[src/rtl/alu_pkg.sv]
// rtl/alu_pkg.sv - opcode, ALU OP and sequencer state encodings shared by the ALU front-end
package alu_pkg;
  localparam logic [1:0] OP_LOAD = 2'b00;
  localparam logic [1:0] OP_ADD  = 2'b01;
  localparam logic [1:0] OP_SUB  = 2'b10;
  localparam logic [1:0] OP_CLR  = 2'b11;

  localparam logic [1:0] ALU_PASS = 2'b00;
  localparam logic [1:0] ALU_ADC  = 2'b01;
  localparam logic [1:0] ALU_SUB  = 2'b10;
  localparam logic [1:0] ALU_ZERO = 2'b11;

  typedef enum logic [1:0] {
    IDLE    = 2'b00,
    ISSUE   = 2'b01,
    CAPTURE = 2'b10,
    RESP    = 2'b11
  } seq_state_e;
endpackage

[src/rtl/alu_cmd_decode.sv]
// rtl/alu_cmd_decode.sv - maps a command onto the next ALU A/B/CY/OP operand set
module alu_cmd_decode
  import alu_pkg::*;
#(
  parameter int DW = 8
) (
  input  logic [1:0]    cmd_op,
  input  logic [DW-1:0] cmd_data,
  input  logic [DW-1:0] acc,
  input  logic          st_flag,
  input  logic          cmd_use_cy,
  output logic [DW-1:0] a_d,
  output logic [DW-1:0] b_d,
  output logic          cy_d,
  output logic [1:0]    op_d
);
  always_comb begin
    a_d  = '0;
    b_d  = '0;
    cy_d = 1'b0;
    op_d = ALU_ZERO;
    case (cmd_op)
      OP_LOAD: begin
        a_d  = cmd_data;
        op_d = ALU_PASS;
      end
      OP_ADD: begin
        a_d  = acc;
        b_d  = cmd_data;
        cy_d = cmd_use_cy & st_flag;
        op_d = ALU_ADC;
      end
      OP_SUB: begin
        a_d  = acc;
        b_d  = cmd_data;
        op_d = ALU_SUB;
      end
      default: op_d = ALU_ZERO;
    endcase
  end
endmodule

[src/rtl/alu_cmd_sequencer.sv]
// rtl/alu_cmd_sequencer.sv - command front-end and writeback stage around an external 8-bit ALU
module alu_cmd_sequencer
  import alu_pkg::*;
#(
  parameter int DW    = 8,
  parameter int CNT_W = 16
) (
  input  logic             clk,
  input  logic             rst,
  input  logic             cmd_valid,
  output logic             cmd_ready,
  input  logic [1:0]       cmd_op,
  input  logic [DW-1:0]    cmd_data,
  input  logic             cmd_use_cy,
  output logic [DW-1:0]    alu_a,
  output logic [DW-1:0]    alu_b,
  output logic             alu_cy,
  output logic [1:0]       alu_op,
  input  logic [DW-1:0]    alu_y,
  input  logic             alu_st,
  output logic [DW-1:0]    acc,
  output logic             st_flag,
  output logic             rsp_valid,
  input  logic             rsp_ready,
  output logic [DW-1:0]    rsp_data,
  output logic             rsp_st,
  output logic [CNT_W-1:0] op_count
);
  seq_state_e       state_q, state_d;
  logic [DW-1:0]    alu_a_q, alu_a_d, alu_b_q, alu_b_d;
  logic             alu_cy_q, alu_cy_d;
  logic [1:0]       alu_op_q, alu_op_d;
  logic [DW-1:0]    acc_q, acc_d, rsp_data_q, rsp_data_d;
  logic             st_q, st_d, rsp_st_q, rsp_st_d, rsp_valid_q, rsp_valid_d;
  logic [CNT_W-1:0] cnt_q, cnt_d;

  logic [DW-1:0]    dec_a, dec_b;
  logic             dec_cy;
  logic [1:0]       dec_op;

  alu_cmd_decode #(.DW(DW)) u_decode (
    .cmd_op    (cmd_op),
    .cmd_data  (cmd_data),
    .acc       (acc_q),
    .st_flag   (st_q),
    .cmd_use_cy(cmd_use_cy),
    .a_d       (dec_a),
    .b_d       (dec_b),
    .cy_d      (dec_cy),
    .op_d      (dec_op)
  );

  // alu_* only change on accept, so they hold their last operands while idle
  always_comb begin
    state_d     = state_q;
    alu_a_d     = alu_a_q;
    alu_b_d     = alu_b_q;
    alu_cy_d    = alu_cy_q;
    alu_op_d    = alu_op_q;
    acc_d       = acc_q;
    st_d        = st_q;
    rsp_data_d  = rsp_data_q;
    rsp_st_d    = rsp_st_q;
    rsp_valid_d = rsp_valid_q;
    cnt_d       = cnt_q;
    case (state_q)
      IDLE: begin
        if (cmd_valid) begin
          alu_a_d  = dec_a;
          alu_b_d  = dec_b;
          alu_cy_d = dec_cy;
          alu_op_d = dec_op;
          state_d  = ISSUE;
        end
      end
      ISSUE: state_d = CAPTURE;
      CAPTURE: begin
        acc_d       = alu_y;
        st_d        = alu_st;
        rsp_data_d  = alu_y;
        rsp_st_d    = alu_st;
        rsp_valid_d = 1'b1;
        state_d     = RESP;
      end
      RESP: begin
        if (rsp_ready) begin
          rsp_valid_d = 1'b0;
          cnt_d       = cnt_q + CNT_W'(1);
          state_d     = IDLE;
        end
      end
      default: state_d = IDLE;
    endcase
  end

  always_ff @(posedge clk or posedge rst) begin
    if (rst) begin
      state_q     <= IDLE;
      alu_a_q     <= '0;
      alu_b_q     <= '0;
      alu_cy_q    <= 1'b0;
      alu_op_q    <= '0;
      acc_q       <= '0;
      st_q        <= 1'b0;
      rsp_data_q  <= '0;
      rsp_st_q    <= 1'b0;
      rsp_valid_q <= 1'b0;
      cnt_q       <= '0;
    end else begin
      state_q     <= state_d;
      alu_a_q     <= alu_a_d;
      alu_b_q     <= alu_b_d;
      alu_cy_q    <= alu_cy_d;
      alu_op_q    <= alu_op_d;
      acc_q       <= acc_d;
      st_q        <= st_d;
      rsp_data_q  <= rsp_data_d;
      rsp_st_q    <= rsp_st_d;
      rsp_valid_q <= rsp_valid_d;
      cnt_q       <= cnt_d;
    end
  end

  // gated with rst so the handshake is closed for the whole reset pulse
  assign cmd_ready = (state_q == IDLE) && !rst;
  assign alu_a     = alu_a_q;
  assign alu_b     = alu_b_q;
  assign alu_cy    = alu_cy_q;
  assign alu_op    = alu_op_q;
  assign acc       = acc_q;
  assign st_flag   = st_q;
  assign rsp_valid = rsp_valid_q;
  assign rsp_data  = rsp_data_q;
  assign rsp_st    = rsp_st_q;
  assign op_count  = cnt_q;
endmodule

[config.mk]
export PLATFORM = sky130hd
export DESIGN_NAME = alu_cmd_sequencer
export DESIGN_NICKNAME = d
export VERILOG_FILES = /design/src/rtl/alu_pkg.sv /design/src/rtl/alu_cmd_decode.sv /design/src/rtl/alu_cmd_sequencer.sv
export SDC_FILE = /design/constraint.sdc
export NUM_CORES = 1
export LEC_CHECK = 0
export CAP_MARGIN = 30
export CORE_MARGIN = 2
export CORE_UTILIZATION = 40
export CTS_BUF_LIST = sky130_fd_sc_hd__clkbuf_2 sky130_fd_sc_hd__clkbuf_4 sky130_fd_sc_hd__clkbuf_8
export DETAILED_ROUTE_END_ITERATION = 6
export PLACE_DENSITY = 0.77
export RECOVER_POWER = 100
export SLEW_MARGIN = 20
export SYNTH_ARGS = -nofsm -noshare
export SYNTH_HDL_FRONTEND = slang
export SYNTH_SLANG_ARGS = --single-unit
export TNS_END_PERCENT = 50
[constraint.sdc]
create_clock -name clk -period 2.6 [get_ports clk]
set_input_delay 0.52 -clock clk [delete_from_list [all_inputs] [get_ports clk]]
set_output_delay 0.52 -clock clk [all_outputs]
set_load 0.005 [all_outputs]
==> impl_metrics.json, run 1 <==
{
  "core_area_um2": 5110,
  "avgViaCountPerCell": 4.80,
  "worstHoldPathCells": 1,
  "ys_top_cells_by_area": "dfrtp_1 (55%), nand2_1 (6.0%), mux2_2 (5.8%)",
  "holdBufCountCts": 0,
  "synthDistinctLibCells": 28,
  "drive_above_1_share": 0.0871,
  "die_h_um": 76.9,
  "path_clk_slew_ps": 90,
  "min_to": "op_count[15]$_DFFE_PP0P_",
  "maxClockFrequency_mhz": 442,
  "critPathLaunchType": "input pin",
  "setup_violations": 0,
  "nets": 296,
  "synth-seq-area-share": 0.554,
  "dieWidth_um": 76.9,
  "wl_per_cell_um": 14.0,
  "ff2ff_path_depth": 5,
  "synth_top_area_frac": 0.554,
  "synthArstFlopShare": 1.00,
  "worst_pin_slew_ps": 1160,
  "postRouteAntennaNets": 0,
  "route.detailed.drc": 0,
  "post_cts_buffers": 0,
  "drv_cap": 0,
  "dp_hpwl_um": 3450,
  "status": "complete, no violations",
  "vdd_drop_max_uv": 471,
  "rsz0062_at_grt": "false",
  "cp_slowest_cell": "dlygate4sd3_1",
  "gp_congestion": 0.762,
  "critPathTopFamily": "buffers and inverters",
  "clock_latency_ps": 290,
  "arrival_ps": 1740,
  "reg2reg_from": "state_q[1]$_DFFE_PP0P_",
  "hold_path.class": "flop to flop",
  "cts_num_sinks": 47,
  "crit_buf_inv": 2,
  "syn_avg_cell_area_um2": 11.0,
  "fin_crit_ps": 2260,
  "cts_tree": "yes",
  "firstDrtPassIters": 4,
  "clk_path_buf_depth": 2,
  "num_vias": 1602,
  "grt_pass1_vias": 1618,
  "ff2ff_setup_slack_ps": 590,
  "grt_pass1_wl_um": 7880,
  "drt-initial-drc-count": 64,
  "yosysWarnings": 0,
  "initial_utilization": 0.416,
  "final_hold_viol_count": 0,
  "routed_wl_um": 4690,
  "slowest_delay_ps": 580,
  "design_area_um2": 3000,
  "numCtsBuffers": 5,
  "ys_seq_elements": 47,
  "crit_path_max_fanout": 2,
  "place_area_um2": 2920,
  "p_leak_nw": 1.42,
  "syn2layout_area_growth_pct": 41.1,
  "min_from": "op_count[15]$_DFFE_PP0P_",
  "track_usage": 0.166,
  "fp-row-count": 26,
  "fillers": 470,
  "fp.dieArea_um2": 5910,
  "p_per_area_nw_per_um2": 922,
  "path_common_cell": "dlygate4sd3_1",
  "r2r_end": "alu_op[0]$_DFFE_PP0P_",
  "yosys.area.top_type": "dfrtp_1",
  "drv_slew": 0,
  "cts-root-buf": "clkbuf_8",
  "syn-cell-area_um2": 2120,
  "fin_crit_sh": 0.869,
  "syn_nets": 226,
  "grt_overflow_total": 0,
  "grt_max_degree": 48,
  "antenna_found_initial": 0,
  "finClkSkew_ps": 7.62,
  "num_antenna_cells": 0,
  "ctsResizeCount": 0,
  "crit_chain": "dlygate4sd3_1 -> nor2_1 -> dlygate4sd3_1",
  "io_buffers": 78,
  "syn_inst": 193,
  "max-slew-margin-rel": 0.224,
  "worstPathRequired_ps": 2080,
  "htreeDepth": 2,
  "worst-setup-path-type": "input pin to primary output",
  "synth_edf_count": 0,
  "synth_flop_cell": "dfrtp_1",
  "worstSetupEndpointType": "primary output",
  "pin_count": 79,
  "timing.setup.tns_ps": 0
}
cell usage in the layout (no fill, tap or decap), types with 3 or more instances in the layout:
master	n
nor2_1	6
nand4_1	3
nand3_1	4
inv_1	7
mux2_2	11
o21ai_0	19
clkdlybuf4s50_1	20
a22oi_1	8
clkbuf_8	6
nor3_1	3
nand2_1	34
dlygate4sd3_1	58
ha_1	9
xnor2_1	10
dfrtp_1	47
xor2_1	5
power breakdown:
group | total, mW | internal (mW) | switching [mW]
Sequential | 1.15 | 0.968 | 0.181
Combinational | 1.06 | 0.638 | 0.420
Clock | 0.555 | 0.311 | 0.243
flip-flops by register name, indices dropped and copies added, names as in the netlist:
signal     cells
op_count      16
alu_a          8
alu_b          8
rsp_data       8
alu_op         2
state_q        2
alu_cy         1
rsp_st         1
rsp_valid      1
metal layers:
metal  up-vias  part of all wire  GRT usage
met1       775              0.45      0.220
met3         2             0.042     0.0306
met4         0            0.0072     0.0527
li1        781                 -          -
met2        44              0.50      0.277
met5         -                 0          0
layout make-up:
| cell class | instances | area, um^2 | area share |
|---|---|---|---|
| Multi-Input combinational cell | 121 | 795 | 0.265 |
| Clock inverter | 2 | 35.0 | 0.0117 |
| Timing Repair Buffer | 80 | 790 | 0.264 |
| Clock buffer | 6 | 82.6 | 0.0276 |
| Sequential cell | 47 | 1180 | 0.393 |
| Tap cell | 70 | 87.6 | 0.0292 |
| Inverter | 8 | 30.0 | 0.0100 |
synthesized netlist by cell type, types with 2 or more instances:
library cell / n
buf_4: 9
ha_1: 9
nand3_1: 4
nand2_1: 34
nand4_1: 2
nor2_1: 6
inv_1: 8
a22oi_1: 8
and4_1: 2
dfrtp_1: 47
clkbuf_1: 5
buf_2: 2
o21ai_0: 19
mux2_2: 11
xor2_1: 5
xnor2_1: 10
logic make-up (layout without fill, tap and decap cells):
kind of cell	after synthesis	count (layout)	share of synthesized area
AO/OA/AOI/OAI	30	30	0.0825
XOR/XNOR	15	15	0.0619
adder cells (fa/ha/maj)	9	9	0.0530
buffers and inverters	25	96	0.0613
flip-flops	47	47	0.554
multiplexers	11	11	0.0583
AND/OR/NAND/NOR	56	56	0.129
metrics by stage:
step	hold WS [ps]	total power [mW]	std cells	setup WS, ps	utilization
6_report	466	2.76	334	340	0.586
5_1_grt	511	2.95	334	222	0.586
4_1_cts	478	2.94	334	392	0.595
3_5_place_dp	466	2.38	326	494	0.572
3_3_place_gp	459	2.34	326	533	0.572
2_1_floorplan	468	1.73	193	964	-
how the worst max path moves through the flow:
stage / start / end / cells past startpoint
2_1_floorplan: rst / alu_a[0]$_DFFE_PP0P_ / 1
3_3_place_gp: rst / cmd_ready / 3
3_5_place_dp: cmd_op[1] / alu_a[2]$_DFFE_PP0P_ / 5
4_1_cts: state_q[0]$_DFFE_PP0P_ / cmd_ready / 5
5_1_grt: state_q[0]$_DFFE_PP0P_ / cmd_ready / 5
6_report: rst / cmd_ready / 3
worst reg2reg max path, stage by stage (launching register included):
cell	delay, ps
dfrtp_1	400
inv_1	80
ha_1	190
nand2_1	120
clkbuf_1	820
o21ai_0	240
Power figures use the tool's default switching activity.
==> run 2: changes to the inputs <==
--- a/config.mk
+++ b/config.mk
@@ -6,11 +6,13 @@
 export NUM_CORES = 1
 export LEC_CHECK = 0
 export CAP_MARGIN = 30
+export CORE_ASPECT_RATIO = 1.25
 export CORE_MARGIN = 2
-export CORE_UTILIZATION = 40
+export CORE_UTILIZATION = 49
 export CTS_BUF_LIST = sky130_fd_sc_hd__clkbuf_2 sky130_fd_sc_hd__clkbuf_4 sky130_fd_sc_hd__clkbuf_8
 export DETAILED_ROUTE_END_ITERATION = 6
-export PLACE_DENSITY = 0.77
+export GPL_ROUTABILITY_DRIVEN = 0
+export PLACE_DENSITY = 0.91
 export RECOVER_POWER = 100
 export SLEW_MARGIN = 20
 export SYNTH_ARGS = -nofsm -noshare
==> run 2 against run 1 <==
Compared with the run above: design area increased by 0.13%; wire length rose by 4.8%; critical path depth increased by 2; flip-flop and latch count stayed put; setup slack better by 4.1 ps; sequential share of layout area about the same; via count is 0.25% higher; first-iteration DRC count increased by 6.3%; clock skew hardly changed; non-clock buffer count is 1 higher; hold slack better by 8.6 ps; die area is 17% lower; largest cell class unchanged.
==> impl_metrics.json, run 2 (synthesis results as in run 1) <==
{
  "preCtsSetupSlack_ps": 482,
  "dieWidth_um": 62.9,
  "drv_slew": 0,
  "drive_above_1_share": 0.0830,
  "sequentialPowerShare": 0.404,
  "min_from": "op_count[15]$_DFFE_PP0P_",
  "num_antenna_cells": 0,
  "wl_per_cell_um": 15.3,
  "fin_crit_ps": 2260,
  "nets": 297,
  "grt_max_degree": 31,
  "max-slew-margin-rel": 0.302,
  "rsz0062_at_grt": "false",
  "postRouteAntennaNets": 0,
  "holdBufCountCts": 0,
  "power.internal_mw": 2.00,
  "worstSetupEndpointType": "primary output",
  "grt_pass1_vias": 1617,
  "drv_cap": 0,
  "clk_path_buf_depth": 2,
  "ff2ff_path_depth": 5,
  "p_leak_nw": 1.43,
  "num_vias": 1606,
  "fin_ws_ps": 344,
  "worstHoldPathCells": 1,
  "switchingPower_uw": 873,
  "initial_utilization": 0.514,
  "clock_latency_ps": 300,
  "arrival_ps": 1740,
  "maxClockFrequency_mhz": 443,
  "fp.dieArea_um2": 4880,
  "combPwrFrac": 0.375,
  "pin_count": 79,
  "die_h_um": 77.6,
  "avgViaCountPerCell": 5.00,
  "ff2ff_setup_slack_ps": 620,
  "final_hold_viol_count": 0,
  "route.detailed.drc": 0,
  "cts-root-buf": "clkbuf_8",
  "timing.setup.tns_ps": 0,
  "worst-setup-path-type": "flop to primary output",
  "whs_ps": 475,
  "fp-row-count": 26,
  "critPathLaunchType": "flop",
  "finClkSkew_ps": 7.12,
  "reg2reg_from": "state_q[0]$_DFFE_PP0P_",
  "switching_share": 0.303,
  "setup_violations": 0,
  "ctsResizeCount": 0,
  "antenna_found_initial": 0,
  "grt_pass1_wl_um": 8180,
  "crit_path_max_fanout": 4,
  "p_per_area_nw_per_um2": 959,
  "core_area_um2": 4130,
  "fin_crit_sh": 0.868,
  "hold_path.class": "flop to flop",
  "min_to": "op_count[15]$_DFFE_PP0P_",
  "power.total_mw": 2.88,
  "htreeDepth": 2,
  "numCtsBuffers": 5,
  "dp_hpwl_um": 3700,
  "cts_num_sinks": 47,
  "track_usage": 0.215,
  "status": "complete, no violations",
  "post_cts_buffers": 0,
  "worstPathRequired_ps": 2080,
  "routed_wl_um": 4920,
  "design_area_um2": 3000,
  "drt-initial-drc-count": 68,
  "vdd_drop_max_uv": 689,
  "syn2layout_area_growth_pct": 41.2,
  "place_area_um2": 2900,
  "clkPwrFrac": 0.222,
  "io_buffers": 78,
  "r2r_end": "alu_b[0]$_DFFE_PP0P_",
  "layout_common_cells": "dlygate4sd3_1 (57), dfrtp_1 (47), nand2_1 (34)",
  "grt_overflow_total": 0,
  "worst_pin_slew_ps": 1050,
  "largest_reg_flops": 16,
  "path_clk_slew_ps": 90,
  "firstDrtPassIters": 4,
  "final_common_cell": "dlygate4sd3_1",
  "cts_tree": "yes"
}
-- run 2: worst max path at each step --
stage	startpoint	to	slack, ps
floorplan	rst	alu_a[0]$_DFFE_PP0P_	960
global placement	rst	cmd_ready	540
detailed placement	cmd_op[0]	alu_b[3]$_DFFE_PP0P_	480
CTS	state_q[0]$_DFFE_PP0P_	cmd_ready	400
global route	state_q[0]$_DFFE_PP0P_	cmd_ready	270
finish	state_q[0]$_DFFE_PP0P_	cmd_ready	340
-- run 2: cell type report --
type                       count  area [um^2]
sequential                    47         1180
fill                         326         1130
multi-input combinational    121          795
timing repair buffer          81          792
clock buffer                   6         76.3
tap                           56         70.1
clock inverter                 2         60.1
inverter                       8         30.0
-- run 2: critical path: stages (launching register included) --
cell and delay [ps]:
dfrtp_1 400, inv_1 130, ha_1 200, inv_1 60, nor2_1 90, dlygate4sd3_1 570
-- run 2: power by group through the flow --
stage / logic, mW / clock network [mW] / registers (mW)
2_1_floorplan: 0.561 / 0 / 1.16
3_3_place_gp: 1.15 / 0 / 1.18
3_5_place_dp: 1.20 / 0 / 1.19
4_1_cts: 1.21 / 0.641 / 1.18
5_1_grt: 1.19 / 0.673 / 1.20
6_report: 1.08 / 0.638 / 1.16
-- run 2: routing by layer --
| layer | vias to the layer above | GRT usage | wire [um] |
|---|---|---|---|
| li1 | 785 | - | - |
| met1 | 762 | 0.261 | 2010 |
| met2 | 47 | 0.378 | 2640 |
| met3 | 12 | 0.0362 | 140 |
| met4 | 0 | 0.0889 | 121 |
| met5 | - | 0 | 0 |
-- run 2: stage by stage --
stage / utilization / std cells
floorplan: - / 193
global placement: 0.701 / 313
detailed placement: 0.701 / 313
CTS: 0.734 / 321
global route: 0.726 / 321
finish: 0.726 / 321
